--- src/rtl/lsu_pkg.sv ---
// Shared constants for the load/store unit: opcodes, funct3 codes,
// access sizes, FSM state encoding and small decode helpers.
package lsu_pkg;

  localparam logic [6:0] OPC_LOAD   = 7'b0000011;
  localparam logic [6:0] OPC_STORE  = 7'b0100011;
  localparam logic [6:0] OPC_OP     = 7'b0110011;
  localparam logic [6:0] OPC_OP_IMM = 7'b0010011;
  localparam logic [6:0] OPC_LUI    = 7'b0110111;
  localparam logic [6:0] OPC_AUIPC  = 7'b0010111;
  localparam logic [6:0] OPC_JAL    = 7'b1101111;
  localparam logic [6:0] OPC_JALR   = 7'b1100111;
  localparam logic [6:0] OPC_BRANCH = 7'b1100011;

  localparam logic [2:0] F3_B  = 3'b000;
  localparam logic [2:0] F3_H  = 3'b001;
  localparam logic [2:0] F3_W  = 3'b010;
  localparam logic [2:0] F3_BU = 3'b100;
  localparam logic [2:0] F3_HU = 3'b101;

  // funct3[1:0] doubles as the access size code
  localparam logic [1:0] SZ_B = 2'b00;
  localparam logic [1:0] SZ_H = 2'b01;
  localparam logic [1:0] SZ_W = 2'b10;

  typedef enum logic [1:0] {
    ST_IDLE = 2'd0,
    ST_REQ  = 2'd1,
    ST_RESP = 2'd2
  } lsu_state_e;

  // Opcodes that produce a register result (rd still has to be non-zero)
  function automatic logic writes_rd(input logic [6:0] opc);
    return opc inside {OPC_OP, OPC_OP_IMM, OPC_LOAD, OPC_LUI,
                       OPC_AUIPC, OPC_JAL, OPC_JALR};
  endfunction

  // Undefined funct3 codes are reported the same way as misalignment
  function automatic logic is_misaligned(input logic [2:0] f3,
                                         input logic       is_store,
                                         input logic [1:0] addr_lo);
    logic bad;
    case (f3)
      F3_B:    bad = 1'b0;
      F3_H:    bad = addr_lo[0];
      F3_W:    bad = |addr_lo;
      F3_BU:   bad = is_store;
      F3_HU:   bad = is_store | addr_lo[0];
      default: bad = 1'b1;
    endcase
    return bad;
  endfunction

endpackage

--- src/rtl/lsu_align.sv ---
// Lane handling: byte enables, store data replication and
// load lane extraction with sign/zero extension.
module lsu_align
  import lsu_pkg::*;
(
  input  logic [2:0]  funct3_i,
  input  logic [1:0]  addr_lo_i,
  input  logic [31:0] rs2_i,
  input  logic [31:0] rdata_i,
  output logic [3:0]  be_o,
  output logic [31:0] wdata_o,
  output logic [31:0] load_o
);

  logic [31:0] lane;
  logic        sext;

  // Addressed byte moved down to bit 0
  assign lane = rdata_i >> {addr_lo_i, 3'b000};
  assign sext = ~funct3_i[2];

  // Size-dependent enables, replication and extension
  always_comb begin
    be_o    = 4'b0000;
    wdata_o = rs2_i;
    load_o  = rdata_i;
    case (funct3_i[1:0])
      SZ_B: begin
        be_o    = 4'b0001 << addr_lo_i;
        wdata_o = {4{rs2_i[7:0]}};
        load_o  = {{24{lane[7] & sext}}, lane[7:0]};
      end
      SZ_H: begin
        be_o    = 4'b0011 << addr_lo_i;
        wdata_o = {2{rs2_i[15:0]}};
        load_o  = {{16{lane[15] & sext}}, lane[15:0]};
      end
      SZ_W: begin
        be_o    = 4'b1111;
        wdata_o = rs2_i;
        load_o  = rdata_i;
      end
      default: ;
    endcase
  end

endmodule

--- src/rtl/lsu.sv ---
// Load/store unit: retires ALU results directly, runs one data-bus
// transaction at a time for loads/stores, with a bounded wait.
module lsu
  import lsu_pkg::*;
#(
  parameter int TIMEOUT_CYCLES = 255
) (
  input  logic        clk,
  input  logic        rst_n,
  input  logic        valid_i,
  output logic        ready_o,
  input  logic [31:0] alu_out,
  input  logic [31:0] rs2_data,
  input  logic [6:0]  opcode,
  input  logic [2:0]  funct3,
  input  logic [4:0]  rd,
  output logic        dmem_req,
  output logic        dmem_we,
  output logic [31:0] dmem_addr,
  output logic [3:0]  dmem_be,
  output logic [31:0] dmem_wdata,
  input  logic        dmem_gnt,
  input  logic        dmem_rvalid,
  input  logic [31:0] dmem_rdata,
  output logic        wb_valid,
  output logic        wb_we,
  output logic [4:0]  wb_rd,
  output logic [31:0] wb_data,
  output logic        misalign_err,
  output logic        bus_err
);

  localparam int CW = $clog2(TIMEOUT_CYCLES + 1);

  lsu_state_e  state_q;
  logic [CW-1:0] cnt_q, cnt_d;
  logic        timeout_hit;
  logic [2:0]  f3_q;
  logic [1:0]  addr_lo_q;
  logic [4:0]  rd_q;
  logic        is_store_q;
  logic        dmem_req_q, dmem_we_q;
  logic [31:0] dmem_addr_q, dmem_wdata_q;
  logic [3:0]  dmem_be_q;
  logic        wb_valid_q, wb_we_q, misalign_q, bus_err_q;
  logic [4:0]  wb_rd_q;
  logic [31:0] wb_data_q;

  logic        is_mem, is_store;
  logic [2:0]  al_f3;
  logic [1:0]  al_addr_lo;
  logic [3:0]  al_be;
  logic [31:0] al_wdata, al_load;

  assign is_store    = (opcode == OPC_STORE);
  assign is_mem      = is_store || (opcode == OPC_LOAD);
  assign cnt_d       = cnt_q + CW'(1);
  assign timeout_hit = (cnt_d == CW'(TIMEOUT_CYCLES));

  // In IDLE the aligner sees the incoming op (request build); otherwise the
  // captured op (load extraction in RESP).
  assign al_f3      = (state_q == ST_IDLE) ? funct3 : f3_q;
  assign al_addr_lo = (state_q == ST_IDLE) ? alu_out[1:0] : addr_lo_q;

  lsu_align u_align (
    .funct3_i  (al_f3),
    .addr_lo_i (al_addr_lo),
    .rs2_i     (rs2_data),
    .rdata_i   (dmem_rdata),
    .be_o      (al_be),
    .wdata_o   (al_wdata),
    .load_o    (al_load)
  );

  // Control FSM with all bus and writeback outputs registered
  always_ff @(posedge clk) begin
    if (!rst_n) begin
      state_q      <= ST_IDLE;
      cnt_q        <= '0;
      f3_q         <= '0;
      addr_lo_q    <= '0;
      rd_q         <= '0;
      is_store_q   <= 1'b0;
      dmem_req_q   <= 1'b0;
      dmem_we_q    <= 1'b0;
      dmem_addr_q  <= '0;
      dmem_be_q    <= '0;
      dmem_wdata_q <= '0;
      wb_valid_q   <= 1'b0;
      wb_we_q      <= 1'b0;
      wb_rd_q      <= '0;
      wb_data_q    <= '0;
      misalign_q   <= 1'b0;
      bus_err_q    <= 1'b0;
    end else begin
      wb_valid_q <= 1'b0;
      misalign_q <= 1'b0;
      bus_err_q  <= 1'b0;
      case (state_q)
        ST_IDLE: begin
          if (valid_i) begin
            cnt_q      <= '0;
            f3_q       <= funct3;
            addr_lo_q  <= alu_out[1:0];
            rd_q       <= rd;
            is_store_q <= is_store;
            if (!is_mem) begin
              wb_valid_q <= 1'b1;
              wb_we_q    <= writes_rd(opcode) && (rd != 5'd0);
              wb_rd_q    <= rd;
              wb_data_q  <= alu_out;
            end else if (is_misaligned(funct3, is_store, alu_out[1:0])) begin
              wb_valid_q <= 1'b1;
              wb_we_q    <= 1'b0;
              wb_rd_q    <= rd;
              wb_data_q  <= '0;
              misalign_q <= 1'b1;
            end else begin
              state_q      <= ST_REQ;
              dmem_req_q   <= 1'b1;
              dmem_we_q    <= is_store;
              dmem_addr_q  <= {alu_out[31:2], 2'b00};
              dmem_be_q    <= al_be;
              dmem_wdata_q <= al_wdata;
            end
          end
        end
        ST_REQ: begin
          cnt_q <= cnt_d;
          if (timeout_hit) begin
            state_q    <= ST_IDLE;
            dmem_req_q <= 1'b0;
            wb_valid_q <= 1'b1;
            wb_we_q    <= 1'b0;
            wb_rd_q    <= rd_q;
            wb_data_q  <= '0;
            bus_err_q  <= 1'b1;
          end else if (dmem_gnt) begin
            state_q    <= ST_RESP;
            dmem_req_q <= 1'b0;
          end
        end
        ST_RESP: begin
          cnt_q <= cnt_d;
          if (dmem_rvalid) begin
            state_q    <= ST_IDLE;
            wb_valid_q <= 1'b1;
            wb_we_q    <= !is_store_q && (rd_q != 5'd0);
            wb_rd_q    <= rd_q;
            wb_data_q  <= is_store_q ? 32'd0 : al_load;
          end else if (timeout_hit) begin
            state_q    <= ST_IDLE;
            wb_valid_q <= 1'b1;
            wb_we_q    <= 1'b0;
            wb_rd_q    <= rd_q;
            wb_data_q  <= '0;
            bus_err_q  <= 1'b1;
          end
        end
        default: state_q <= ST_IDLE;
      endcase
    end
  end

  assign ready_o      = (state_q == ST_IDLE);
  assign dmem_req     = dmem_req_q;
  assign dmem_we      = dmem_we_q;
  assign dmem_addr    = dmem_addr_q;
  assign dmem_be      = dmem_be_q;
  assign dmem_wdata   = dmem_wdata_q;
  assign wb_valid     = wb_valid_q;
  assign wb_we        = wb_we_q;
  assign wb_rd        = wb_rd_q;
  assign wb_data      = wb_data_q;
  assign misalign_err = misalign_q;
  assign bus_err      = bus_err_q;

endmodule

--- config.mk ---
export PLATFORM = sky130hd
export DESIGN_NAME = lsu
export DESIGN_NICKNAME = d
export VERILOG_FILES = /design/src/rtl/lsu_pkg.sv /design/src/rtl/lsu_align.sv /design/src/rtl/lsu.sv
export SDC_FILE = /design/constraint.sdc
export NUM_CORES = 1
export LEC_CHECK = 0
export BUFFER_PORTS_ARGS = -buffer_cell sky130_fd_sc_hd__buf_4
export CAP_MARGIN = 20
export CORE_ASPECT_RATIO = 1.2
export CORE_MARGIN = 5
export CORE_UTILIZATION = 43
export CTS_BUF_LIST = sky130_fd_sc_hd__clkbuf_16
export DETAILED_ROUTE_END_ITERATION = 10
export PLACE_DENSITY_LB_ADDON = 0.08
export RECOVER_POWER = 100
export SLEW_MARGIN = 10
export SYNTH_ARGS = -nofsm -noshare
export SYNTH_HDL_FRONTEND = slang
export SYNTH_SLANG_ARGS = --single-unit
export TNS_END_PERCENT = 5
--- constraint.sdc ---
create_clock -name clk -period 4.5 [get_ports clk]
set_clock_uncertainty 0.15 [all_clocks]
set_input_delay 0.45 -clock clk [delete_from_list [all_inputs] [get_ports clk]]
set_output_delay 0.45 -clock clk [all_outputs]
set_load 0.01 [all_outputs]
# --- Word level (Yosys, flattened, before mapping) ---
# Index checks and enable logic that the tools add are counted.
op_classes:
  reduce_logical: 22
  shifts: 3
  mux: 53
  bitwise: 5
  eq_ne: 23
  add_sub_neg: 1
op_table:
  columns: ["operator", "n"]
  rows:
  - ["$mux W32", 6]
  - ["$pmux W32 S2", 2]
  - ["$pmux W32 S3", 1]
  - ["$shr A32 B5 Y16", 1]
  - ["$mux W5", 5]
  - ["$eq A7 B6 Y1 const B", 3]
  - ["$mux W1", 20]
  - ["$mux W2", 8]
  - ["$pmux W8 S2", 1]
  - ["$pmux W5 S3", 1]
  - ["$eq A7 B5 Y1 const B", 2]
  - ["$eq A7 B7 Y1 const B", 2]
  - ["$pmux W4 S3", 1]
  - ["$reduce_and A5 Y1", 2]
  - ["$reduce_bool A5 Y1", 2]
  - ["$add A8 B1 Y8 const B", 1]
  - ["$eq A8 B8 Y1 const B", 1]
  - ["$mux W8", 1]
  - ["$reduce_and A4 Y1", 2]
  - ["$eq A7 B2 Y1 const B", 1]
  - ["$reduce_bool A7 Y1", 1]
  - ["$eq A3 B3 Y1 const B", 2]
  - ["$ne A3 B3 Y1 const B", 2]
  - ["$pmux W1 S3", 2]
  - ["other kinds (26)", 37]
word_totals:
  output_inout_bits: 112
  regBits: 130

# --- Depth between registers and ports, before layout ---
# Gate-level depths: netlist (run 1).
logic_depth:
  ltp_word: 11
  mapped_depth: 11

# --- Hierarchy ---
# Synthesis (run 1) repeated with hierarchy kept, for this count alone.
hier_totals:
  cells_unflattened: 1011
  area_unflattened_um2: 7798.7
by_module_without_submodules:
  columns: ["mod", "cells_per_inst", "n_inst", "area_per_inst_um2"]
  rows:
  - ["lsu", 816, 1, 6515.0]
  - ["lsu_align", 195, 1, 1283.7]

# --- Worst setup path after synthesis (run 1) ---
# OpenSTA, ideal clock, no wires.
synth_timing:
  path_kind: "register to register"
  startpoint: "register state_q[1]"
  endpoint: "register wb_data_q[5], in the netlist wb_data[5]"
  stages_incl_launch_ff: 10
  arrival_time_ps: 2322
  path_slack_ps: 1911
  setup_time_ps: 117
  period_less_slack_ps: 2589
  cell_sequence: "dfxtp_1 inv_1 ha_1 buf_2 mux2_2 or3_1 buf_2 a221oi_1 o21ai_0 a32o_1"
synth_via:
  elab_chain_cells: 7
  elab_cells_between_ends: 16
synth_rtl:
  columns: ["element", "line_no", "rtl"]
  rows:
  - ["start: declaration", "lsu.sv:35", "lsu_state_e state_q;"]
  - ["start signal: assignment", "lsu.sv:78", "state_q <= ST_IDLE;"]
  - ["start signal: assignment", "lsu.sv:119", "state_q <= ST_REQ;"]
  - ["start signal: assignment", "lsu.sv:131", "state_q <= ST_IDLE;"]
  - ["$logic_not A2 Y1 *", null, null]
  - ["via ready_o", "lsu.sv:11", "output logic ready_o,"]
  - ["$mux W2 / $mux W3 (equally long branches)", "lsu.sv:63, lsu.sv:62", null]
  - ["$shr A32 B5 Y16, or another cell as far along", "lsu_align.sv:19", "assign lane = rdata_i >> {addr_lo_i, 3'b000};"]
  - ["$pmux W32 S2", "lsu_align.sv:27", "case (funct3_i[1:0])"]
  - ["$mux W32", "lsu.sv:150", "wb_data_q <= is_store_q ? 32'd0 : al_load;"]
  - ["$mux W32", "lsu.sv:145", "if (dmem_rvalid) begin"]
  - ["$pmux W32 S3", "lsu.sv:99", "case (state_q)"]
  - ["end signal: assignment", "lsu.sv:111", "wb_data_q <= alu_out;"]
  - ["end signal: assignment", "lsu.sv:150", null]
  - ["end: declaration", "lsu.sv:47", "logic [31:0] wb_data_q;"]
# The timed path passes the listed nets; every way through them passes the cells marked *.
# A chain may end at the register's enable or synchronous reset.

# --- Final worst setup path (run 1) ---
layout_timing:
  startpoint: "register cnt_q[0]"
  endpoint: "register wb_data_q[18], in the netlist wb_data[18]"
layout_via:
  elab_chain_cells: 5
layout_rtl:
  columns: ["element", "line_no", "rtl"]
  rows:
  - ["start: declaration", "lsu.sv:36", "logic [CW-1:0] cnt_q, cnt_d;"]
  - ["start signal: assignment", "lsu.sv:129", "cnt_q <= cnt_d;"]
  - ["start signal: assignment", "lsu.sv:144", "cnt_q <= cnt_d;"]
  - ["$add A8 B1 Y8 *", "lsu.sv:57", "assign cnt_d = cnt_q + CW'(1);"]
  - ["$eq A8 B8 Y1 *", "lsu.sv:58", "assign timeout_hit = (cnt_d == CW'(TIMEOUT_CYCLES));"]
  - ["$mux W32 *", null, null]
  - ["$mux W32", null, null]
  - ["$pmux W32 S3 *", null, null]
# Every way passes the cells marked *; elsewhere a longest branch is shown, timed or not.

==> flow_metrics.py, run 1 <==
metrics = {
    "run_status": {
        "status": "finished, violations left",
        "violations": "capacitance limit, slew limit",
    },
    "pwr": {
        "p_leak_nw": 3.383,
        "ir_worst_vdd_mv": 0.2926,
        "power_density_nw_per_um2": 512.2,
    },
    "route": {
        "drt-pass1-iter-count": 5,
        "route.detailed.drc": 0,
        "final_antenna_net_count": 0,
        "totalWireLength_um": 25220,
        "routedWlPerCell_um": 19.55,
        "avgViaCountPerCell": 5.720,
        "num_vias": 7379,
        "drtIter0Drc": 774,
    },
    "floorplan": {
        "num_rows": 50,
        "die_area_um2": 18790,
        "initial_utilization_pct": 44.18,
        "die_x_um": 126.0,
        "boundaryPins": 228,
        "core_um2": 15700,
        "dieHeight_um": 149.1,
    },
    "placed_design": {
        "place.gp.congestion": 0.8919,
        "port_buffers": 225,
        "dp_hpwl_um": 18330,
        "dp_cells": 1259,
    },
    "synth": {
        "synth_warnings": 0,
        "async_reset_ff_share_pct": 0,
        "synth_edf_count": 0,
        "yosysTopAreaCell": "dfxtp_1",
        "synth_area_um2": 6938,
        "ys_seq_elements": 130,
        "yosys.area.top_type_share_pct": 37.51,
        "yosysSeqAreaShare_pct": 37.51,
        "syn-instance-count": 882,
        "netlist_top_cells_area": "dfxtp_1 (38%), nand2_1 (9.2%), a21oi_1 (8.3%)",
        "syn_area_per_cell_um2": 7.866,
        "synth_common_cells": "nand2_1 (170), dfxtp_1 (130), a21oi_1 (115), nor2_1 (88), clkbuf_1 (41)",
        "ys_types": 73,
        "yosysMostFrequentCell": "nand2_1",
        "ys.flop_type": "dfxtp_1",
    },
    "grt": {
        "grt_max_degree": 77,
        "grt_usage_pct": 25.24,
        "first_global_vias": 6800,
        "grt_pass1_wl_um": 37980,
        "antenna_found_initial": 0,
        "grt_overflow": 0,
    },
    "setup_path": {
        "cp-start-kind": "register",
        "path_class": "register to register",
        "worstPathArrival_ps": 3980,
        "slowest_stage": "a211oi_1",
        "worst_setup_path_end_kind": "register",
        "crit_chain": "ha_1 > nand3_2 > or3_1 > a211oi_1 > or2_1 > a31o_4 > o32ai_1",
        "slowest_delay_ps": 1470,
        "cp.required_ps": 4630,
        "crit_fanout": 15,
    },
    "cts": {
        "h-tree-depth": 4,
        "clk_pin_slew_ps": 60,
        "cts-root-buf": "clkbuf_16",
        "cts_buffer_depth": 2,
        "ctsHoldBuffers": 0,
        "clk_latency_ps": 420,
        "cts_buffers": 17,
        "cts_tree": "yes",
        "cts_setup_buffers": 0,
        "clkSinkCount": 130,
        "cts_resized": 0,
    },
    "sta": {
        "setup_tns_ps": 0,
        "drv_slew": 15,
        "relSlewSlack_pct": -23.62,
        "worst_slew_pin_slew_ps": 1843,
        "max_freq_ghz": 0.2600,
        "rsz0062_at_grt": "no",
        "min_period_ps": 3846,
        "hold_slack_ps": 143.2,
        "post-route-period-util_pct": 85.46,
        "setup_viol": 0,
        "hold_violations": 0,
    },
    "final_layout": {
        "drive_above_1_share_pct": 16.64,
        "area_growth_pct": 26.69,
        "antenna_cells": 0,
        "multiInputGateArea_um2": 3908,
        "regArea_um2": 2603,
        "stdcell_count": 1290,
        "nets": 1192,
        "nFillCells": 1618,
    },
    "run": {
        "drv_cap": 1,
    },
    "worst_hold_path": {
        "hp-class": "input port to register",
    },
}
-- per-layer routing --
layer	GRT usage [%]	part of all wire, %	up-vias
li1	-	-	3553
met1	34.25	43	3428
met2	39.11	45	354
met3	6.734	8.8	44
met4	8.262	2.6	0
met5	0	0	-
-- cell families (layout without fill, tap and decap cells) --
group / Yosys count / in the layout / synth area share, %
adder cells (fa/ha/maj): 6 / 6 / 1.082
flip-flops: 130 / 130 / 37.51
AND/OR/NAND/NOR: 327 / 327 / 20.38
other: 1 / 2 / 0.05405
buffers and inverters: 81 / 280 / 5.266
multiplexers: 31 / 31 / 4.707
XOR/XNOR: 2 / 2 / 0.2525
AO/OA/AOI/OAI: 304 / 304 / 30.75
-- state kept, by name (all words and copies together) (netlist names) --
signal,count
addr_lo_q,2
bus_err,1
cnt_q,8
dmem_addr,30
dmem_be,4
dmem_req,1
dmem_wdata,32
dmem_we,1
f3_q,3
is_store_q,1
misalign_err,1
rd_q,5
state_q,2
wb_data,32
wb_rd,5
wb_valid,1
wb_we,1
-- worst max-delay path: cells and delay by family, from the launching register on --
kind	cells	cell delay (ps)
AO/OA/AOI/OAI	3	1960
AND/OR/NAND/NOR	3	940
flip-flops	1	390
adder cells (fa/ha/maj)	1	250
-- placed cells by master, fill, tap and decap left out, drive strengths merged, types with 21 or more instances in the layout --
master	n
nand2	170
dfxtp	130
clkbuf	129
buf	125
a21oi	116
nor2	88
o21ai	40
mux2i	28
a311oi	21
-- final timing paths --
kind / start / endpoint / slack (ps) / depth (start not counted)
worst max-delay path: cnt_q[0] / wb_data[18] / 650 / 7
worst min-delay path: alu_out[13] / dmem_addr[13] / 140 / 3
worst max register to register: cnt_q[0] / wb_data[18] / 650 / 7
worst min register to register: dmem_addr[3] / dmem_addr[3] / 300 / 2
-- cell type report --
cell class	count	share of cell area, %
clock buffer	17	4.840
sequential	130	29.61
clock inverter	14	1.865
timing repair buffer	237	15.76
inverter	12	0.5125
multi-input combinational	672	44.46
tap	208	2.961
-- where the power goes --
| group | internal [mW] | switching [mW] | total (mW) |
|---|---|---|---|
| clock network | 0.866 | 0.533 | 1.40 |
| logic | 0.624 | 1.08 | 1.70 |
| registers | 1.29 | 0.104 | 1.40 |
-- through the flow --
stage	utilization, %	power, mW	cell area, um^2	setup slack [ps]
after floorplan	-	2.638	6942	1911
after global placement	55.57	3.229	8726	1346
after detailed placement	55.57	3.244	8726	1277
after CTS	59.32	4.653	9315	1262
after global routing	55.98	4.751	8790	512.8
final	55.98	4.502	8790	654.3
Power figures use the tool's default switching activity.
==> run 2, diff against run 1 <==
REMOVE_ABC_BUFFERS = 1   (was unset)
==> flow_metrics.py, run 2 (same netlist as run 1, synthesis figures left out) <==
metrics = {
    "final_layout": {
        "area_growth_pct": 26.46,
        "stdcell_count": 1290,
        "final_util_pct": 55.87,
        "layout_common_cells": "nand2_1 (170), dfxtp_1 (130), buf_4 (127), a21oi_1 (115), clkbuf_1 (110)",
        "nFillCells": 1646,
        "drive_above_1_share_pct": 16.45,
        "antenna_cells": 0,
        "nets": 1192,
        "design_area_um2": 8773,
        "layout_commonest_cell": "nand2_1",
    },
    "sta": {
        "hold_violations": 0,
        "relSlewSlack_pct": -8.678,
        "hold_slack_ps": 133.1,
        "setup_viol": 0,
        "setup_tns_ps": 0,
        "rsz0062_at_grt": "no",
        "post-route-period-util_pct": 82.89,
        "max_freq_ghz": 0.2681,
        "drv_slew": 15,
        "worst_slew_pin_slew_ps": 1620,
        "worst_slack_ps": 770.0,
        "min_period_ps": 3730,
    },
    "floorplan": {
        "boundaryPins": 228,
        "num_rows": 50,
        "die_x_um": 126.0,
        "die_area_um2": 18790,
        "initial_utilization_pct": 44.18,
        "core_um2": 15700,
        "dieHeight_um": 149.1,
    },
    "setup_path": {
        "crit_chain": "ha_1 > nand3_2 > or3_1 > a211oi_1 > or2_1 > a31o_4 > o32ai_1",
        "worst-path-buf-inv": 0,
        "slowest_stage": "a211oi_1",
        "reg2reg_slack_ps": 770,
        "worstPathArrival_ps": 3840,
        "worst_setup_path_end_kind": "register",
        "crit_family": "compound AO/OA/AOI/OAI gates",
        "cp-start-kind": "register",
        "path_class": "register to register",
        "crit_fanout": 15,
        "cp.required_ps": 4610,
        "slowest_delay_ps": 1310,
    },
    "placed_design": {
        "dp_cells": 1259,
        "pre_cts_ws_ps": 1252,
        "dp_hpwl_um": 17030,
        "dpl_cell_area_um2": 8723,
        "port_buffers": 225,
        "place.gp.congestion": 0.8811,
    },
    "pwr": {
        "ir_worst_vdd_mv": 0.2966,
        "p_leak_nw": 3.375,
        "fin_total_pwr_mw": 4.470,
        "power_density_nw_per_um2": 509.5,
    },
    "route": {
        "drtIter0Drc": 402,
        "num_vias": 7297,
        "routedWlPerCell_um": 18.41,
        "route.detailed.drc": 0,
        "avgViaCountPerCell": 5.657,
        "totalWireLength_um": 23750,
        "final_antenna_net_count": 0,
        "drt-pass1-iter-count": 5,
    },
    "cts": {
        "cts_setup_buffers": 0,
        "cts_resized": 0,
        "cts_tree": "yes",
        "h-tree-depth": 4,
        "cts_buffer_depth": 2,
        "clkSinkCount": 130,
        "clk_latency_ps": 420,
        "ctsHoldBuffers": 0,
        "cts_buffers": 17,
        "clk_pin_slew_ps": 60,
        "cts-root-buf": "clkbuf_16",
    },
    "grt": {
        "grt_usage_pct": 24.34,
        "grt_pass1_wl_um": 37000,
        "first_global_vias": 6862,
        "antenna_found_initial": 0,
        "grt_overflow": 0,
        "grt_max_degree": 60,
    },
    "worst_hold_path": {
        "hp-class": "input port to register",
    },
    "run_status": {
        "status": "finished, violations left",
        "violations": "capacitance limit, slew limit",
    },
    "run": {
        "drv_cap": 1,
    },
}
[run 2: worst min-delay path, cell delays in order]
cell,delay [ps]
buf_4,110
nand2_1,40
a21oi_1,50
[run 2: power breakdown]
group	internal (mW)	switching, mW	total (mW)
Combinational	0.627	1.07	1.70
Clock	0.853	0.512	1.37
Sequential	1.30	0.109	1.40
Total	2.78	1.69	4.47
[run 2: layout make-up]
| cell class | count | area, um^2 | area share (%) |
|---|---|---|---|
| inverter | 12 | 46.29 | 0.5277 |
| tap | 208 | 260.3 | 2.966 |
| timing repair buffer | 237 | 1366 | 15.57 |
| multi-input combinational | 672 | 3925 | 44.74 |
| sequential | 130 | 2603 | 29.66 |
| clock buffer | 17 | 425.4 | 4.849 |
| clock inverter | 14 | 147.6 | 1.683 |
[run 2: per-layer routing]
metal	track usage (%)	up-vias	routed length, um
met5	0	-	0
met4	7.672	0	442
met3	6.017	35	1686
met2	41.29	263	11700
met1	30.46	3446	9924
li1	-	3553	-
[run 2: worst paths after layout]
check / start / depth (start not counted) / endpoint
worst min-delay path: alu_out[25] / 3 / dmem_addr[25]
worst min register to register: dmem_wdata[2] / 2 / dmem_wdata[2]
worst max-delay path: cnt_q[0] / 7 / wb_data[27]
worst max register to register: cnt_q[0] / 7 / wb_data[27]
